**config.mk**
```make
export PLATFORM = sky130hd
export DESIGN_NAME = fpu_addsub_sched
export DESIGN_NICKNAME = d
export VERILOG_FILES = /design/src/rtl/fpu_addsub_sched.sv
export SDC_FILE = /design/constraint.sdc
export NUM_CORES = 1
export LEC_CHECK = 0
export ABC_AREA = 1
export BUFFER_PORTS_ARGS = -buffer_cell sky130_fd_sc_hd__buf_2
export CAP_MARGIN = 20
export CELL_PAD_IN_SITES_DETAIL_PLACEMENT = 1
export CELL_PAD_IN_SITES_GLOBAL_PLACEMENT = 1
export CORE_AREA = 2 2 128 130
export DETAILED_ROUTE_END_ITERATION = 10
export DIE_AREA = 0 0 130 132
export PLACE_DENSITY = 0.87
export SLEW_MARGIN = 20
export SYNTH_ARGS = -nofsm -noshare
export SYNTH_HDL_FRONTEND = slang
export SYNTH_SLANG_ARGS = --single-unit
export TNS_END_PERCENT = 50
```
**constraint.sdc**
```tcl
create_clock -name clk -period 6.8 [get_ports clk]
set_input_delay 1.36 -clock clk [delete_from_list [all_inputs] [get_ports clk]]
set_output_delay 1.36 -clock clk [all_outputs]
set_load 0.02 [all_outputs]
```
**src/rtl/fpu_addsub_sched.sv**
```systemverilog
`timescale 1ns/1ps
// Round-robin scheduler for a shared single-precision add/sub datapath:
// registers the winning request, waits out the settle window, then holds the result for the consumer.
//
// state | meaning
// IDLE  | arbitrating; requester readies follow valids
// BUSY  | operands held on the datapath while the settle counter runs down
// RESP  | captured result offered to the consumer until rsp_ready
module fpu_addsub_sched #(
  parameter int unsigned SETTLE_CYCLES = 2
) (
  input  logic        clk,
  input  logic        rst,
  input  logic        req0_valid,
  output logic        req0_ready,
  input  logic [31:0] req0_a,
  input  logic [31:0] req0_b,
  input  logic        req0_sub,
  input  logic [1:0]  req0_rm,
  input  logic        req1_valid,
  output logic        req1_ready,
  input  logic [31:0] req1_a,
  input  logic [31:0] req1_b,
  input  logic        req1_sub,
  input  logic [1:0]  req1_rm,
  output logic [31:0] dp_a,
  output logic [31:0] dp_b,
  output logic        dp_sub,
  output logic        dp_eop,
  output logic [1:0]  dp_rm,
  input  logic [31:0] dp_z,
  input  logic [4:0]  dp_flags,
  output logic        rsp_valid,
  input  logic        rsp_ready,
  output logic        rsp_id,
  output logic [31:0] rsp_z,
  output logic [4:0]  rsp_flags,
  output logic [4:0]  sticky_flags,
  input  logic        clr_flags
);

  typedef enum logic [1:0] {IDLE = 2'd0, BUSY = 2'd1, RESP = 2'd2} state_t;

  localparam logic [3:0] CNT_INIT = 4'(SETTLE_CYCLES - 1);

  state_t      state, state_nxt;
  logic        ptr, id_q;
  logic        grant0, grant1, accept, capture;
  logic [3:0]  cnt;
  logic [31:0] sel_a, sel_b;
  logic        sel_sub;
  logic [1:0]  sel_rm;
  logic [4:0]  sticky_base;

  // A lone requester wins regardless of ptr; ptr only breaks ties.
  always_comb begin
    grant0  = (state == IDLE) && req0_valid && (!req1_valid || !ptr);
    grant1  = (state == IDLE) && req1_valid && (!req0_valid || ptr);
    accept  = grant0 || grant1;
    capture = (state == BUSY) && (cnt == 4'd0);
    sel_a   = grant1 ? req1_a : req0_a;
    sel_b   = grant1 ? req1_b : req0_b;
    sel_sub = grant1 ? req1_sub : req0_sub;
    sel_rm  = grant1 ? req1_rm : req0_rm;
  end

  assign req0_ready  = grant0;
  assign req1_ready  = grant1;
  assign rsp_valid   = (state == RESP);
  assign sticky_base = clr_flags ? 5'd0 : sticky_flags;

  always_comb begin
    state_nxt = state;
    case (state)
      IDLE:    if (accept) state_nxt = BUSY;
      BUSY:    if (cnt == 4'd0) state_nxt = RESP;
      RESP:    if (rsp_ready) state_nxt = IDLE;
      default: state_nxt = IDLE;
    endcase
  end

  always_ff @(posedge clk or posedge rst) begin
    if (rst) begin
      state <= IDLE;
      ptr   <= 1'b0;
      cnt   <= 4'd0;
      id_q  <= 1'b0;
    end else begin
      state <= state_nxt;
      if (accept) begin
        ptr  <= ~grant1;
        id_q <= grant1;
        cnt  <= CNT_INIT;
      end else if ((state == BUSY) && (cnt != 4'd0)) begin
        cnt <= cnt - 4'd1;
      end
    end
  end

  always_ff @(posedge clk or posedge rst) begin
    if (rst) begin
      dp_a   <= 32'd0;
      dp_b   <= 32'd0;
      dp_sub <= 1'b0;
      dp_eop <= 1'b0;
      dp_rm  <= 2'd0;
    end else if (accept) begin
      dp_a   <= sel_a;
      dp_b   <= sel_b;
      dp_sub <= sel_sub;
      dp_eop <= sel_sub ^ sel_a[31] ^ sel_b[31];
      dp_rm  <= sel_rm;
    end
  end

  // Clear applies before the newly captured flags are merged in.
  always_ff @(posedge clk or posedge rst) begin
    if (rst) begin
      rsp_id       <= 1'b0;
      rsp_z        <= 32'd0;
      rsp_flags    <= 5'd0;
      sticky_flags <= 5'd0;
    end else if (capture) begin
      rsp_id       <= id_q;
      rsp_z        <= dp_z;
      rsp_flags    <= dp_flags;
      sticky_flags <= sticky_base | dp_flags;
    end else if (clr_flags) begin
      sticky_flags <= 5'd0;
    end
  end

endmodule

```
==> flow_metrics.tcl <==
set metrics [dict create \
    p_int_mw 2.08 \
    p_sw_mw 1.61 \
    synth_xor_area_share_pct 0 \
    tns_ps 0 \
    synthTopCellsByArea "dfrtp_1 (58%), nand2_1 (21%), nand3_1 (4.9%)" \
    grt_util_all_layers_pct 20.1 \
    dieArea_sq_um 17200 \
    worst_pin_slew_ps 1060 \
    num_rows 46 \
    layout_min_cycle_time_ps 4180 \
    finalNonFillerCells 1114 \
    areaGrowthSynthToFinish_pct 39.7 \
    antenna_found_initial 0 \
    leakage_nw 3.97 \
    power.share.switching_pct 43.6 \
    crit_chain "buf_2, nand2_1, nand3_2, inv_4, buf_2" \
    htree_levels 4 \
    via_per_inst 4.64 \
    clkSinkCount 119 \
    drive_gt1_share_pct 37.0 \
    n_antenna_cell 0 \
    path_class "primary input to primary output" \
    finalSetupViolCount 0 \
    yosys.area_share.simple_pct 29.6 \
    grt_pass1_vias 5445 \
    peakVddDrop_v 0.000167 \
    worstSetupStartpointType "primary input" \
    dpl-instance-area_sq_um 6640 \
    numCtsBuffers 17 \
    synthCells 605 \
    drt_iter0_drc 139 \
    critPathRequiredTime_ps 5440 \
    synth_top_family_by_area "simple AND/OR/NAND/NOR gates" \
    max_cap_viol_count 0 \
    hold_viol_final 0 \
    min_period_over_period_pct 61.5 \
    yosys-mux-area-fraction_pct 0 \
    path_clk_slew_ps 50 \
    final_cell_mix "nand2_1 (293), buf_2 (290), dfrtp_1 (119)" \
    dieHeight_um 132 \
    cts_root_buf "clkbuf_16" \
    slew_viol_final 0 \
    post_drt_wl_per_cell_um 15.4 \
    cts_hold_buf 0 \
    clockBufferDepth 2 \
    clock_skew_ps 8.18 \
    syn_nets 784 \
    min_path_cells 2 \
    initial_core_util_pct 32.7 \
    critPathMaxFanout 49 \
    clkLatencyLatePin_ps 410 \
    power.density_nw_per_um2 513 \
    vias 5166 \
    p_clk_share_pct 22.3 \
    rr_worst_depth 6 \
    crit_slowest_cell "inv_4" \
    yosysSeqAreaShare_pct 57.9 \
    synth_largest_area_cell "dfrtp_1" \
    port_buffers 290 \
    fp.coreArea_sq_um 15700 \
    grt_max_degree 66 \
    worstHoldPathType "register to register" \
    fin_area_sq_um 7180 \
    synth.cell_area_sq_um 5140 \
    hpwl_mm 12.6 \
    io_pins 291 \
    drcViolationCount 0 \
    overflow 0 \
    relSlewSlack_pct 29.2 \
    final_common_cell "nand2_1" \
    layout.nets 1065 \
    fmax_ghz 0.239 \
    syn_area_per_cell_sq_um 8.50 \
    crit_path_end_kind "primary output" \
    first_pass_iters 4 \
    synth_compound_area_share_pct 5.23 \
    synth_fa_ha_area_share_pct 0.487 \
    ys_warn_count 0 \
    dp.cells 1083 \
    routed_wl_mm 17.2 \
    cts_resized 0 \
    die_w_um 130 \
    ys_ff_latch 119 \
    synth_cell_type_count 26 \
    cp.arrival_ps 2820 \
    antenna_left 0 \
    total_power_mw 3.69 \
    grt_pass1_wl_mm 26.7 \
    seqPwrFrac_pct 33.7 \
    postLayoutCoreUtil_pct 45.7 \
    status "completed" \
    p_comb_share_pct 44.0 \
    max_stage_delay_ps 560 \
    cp_common_cell "buf_2" \
    tritoncts "done" \
    synth_top_area_share_pct 57.9 \
    place.gp.congestion 0.804 \
    cts_setup_buffers 0 \
    rsz0062_at_grt "false" \
]
stage by stage:
stage	hold WS, ps	worst slack [ps]
after global placement	448	2650
final	464	2620
after detailed placement	454	2620
after global routing	490	2510
after floorplan	434	2280
after CTS	468	2600
power by group through the flow:
stage	logic (mW)	registers, mW	clock network, mW
after floorplan	0.697	1.64	0
after global placement	1.59	1.23	0
after detailed placement	1.65	1.25	0
after CTS	1.65	1.25	0.844
after global routing	1.80	1.28	0.877
final	1.62	1.24	0.824
Yosys cell counts, drive strengths merged:
cell      n
inv      22
o22ai     1
o21ai    30
a21oi    21
nand2   294
o31ai     1
nor2     25
nor3      1
nand4     5
ha        2
nand3    52
clkbuf    6
buf      26
dfrtp   119
final cells by class:
type | count | area (sq um)
Fill cell | 2006 | 8530
Tap cell | 216 | 270
Clock buffer | 22 | 464
Sequential cell | 119 | 2980
Clock inverter | 9 | 77.6
Timing Repair Buffer | 294 | 1480
Multi-Input combinational cell | 432 | 1820
Inverter | 22 | 87.6
flip-flops by register name, indices dropped and copies added (netlist names):
register and count:
id_q 1, ptr 1, cnt 4, dp_b 32
rsp_flags 5, rsp_z 32, dp_rm 2, sticky_flags 5
dp_a 32, dp_sub 1, dp_eop 1, state 2
rsp_id 1
worst paths after layout:
check / startpoint / endpoint / slack [ps]
setup / recovery: req1_valid / req0_ready / 2620
hold / removal: rsp_z[19] / rsp_z[19] / 460
setup reg to reg: state[1] / dp_b[31] / 4130
hold reg to reg: rsp_z[19] / rsp_z[19] / 460
max in group asynchronous: rst / dp_eop / 4450
min in group asynchronous: rst / rsp_z[22] / 1090
cell families (layout without fill, tap and decap cells):
group                    Yosys count  in the layout
AO/OA/AOI/OAI                     53             53
adder cells (fa/ha/maj)            2              2
buffers and inverters             54            347
flip-flops                       119            119
AND/OR/NAND/NOR                  377            377
per-layer routing:
layer  vias up  GRT usage, %  share of wire, %
li1       2469             -                 -
met1      2457          21.1                39
met2       210          35.6                50
met3        30          7.43               8.7
met4         0          8.60               2.8
met5         -             0                 0
worst max-delay path, delay by kind of cell:
family / cells / cell delay, ps
AND/OR/NAND/NOR: 2 / 430
buffers and inverters: 3 / 980
Note: power is estimated with default switching activity, not from simulation.
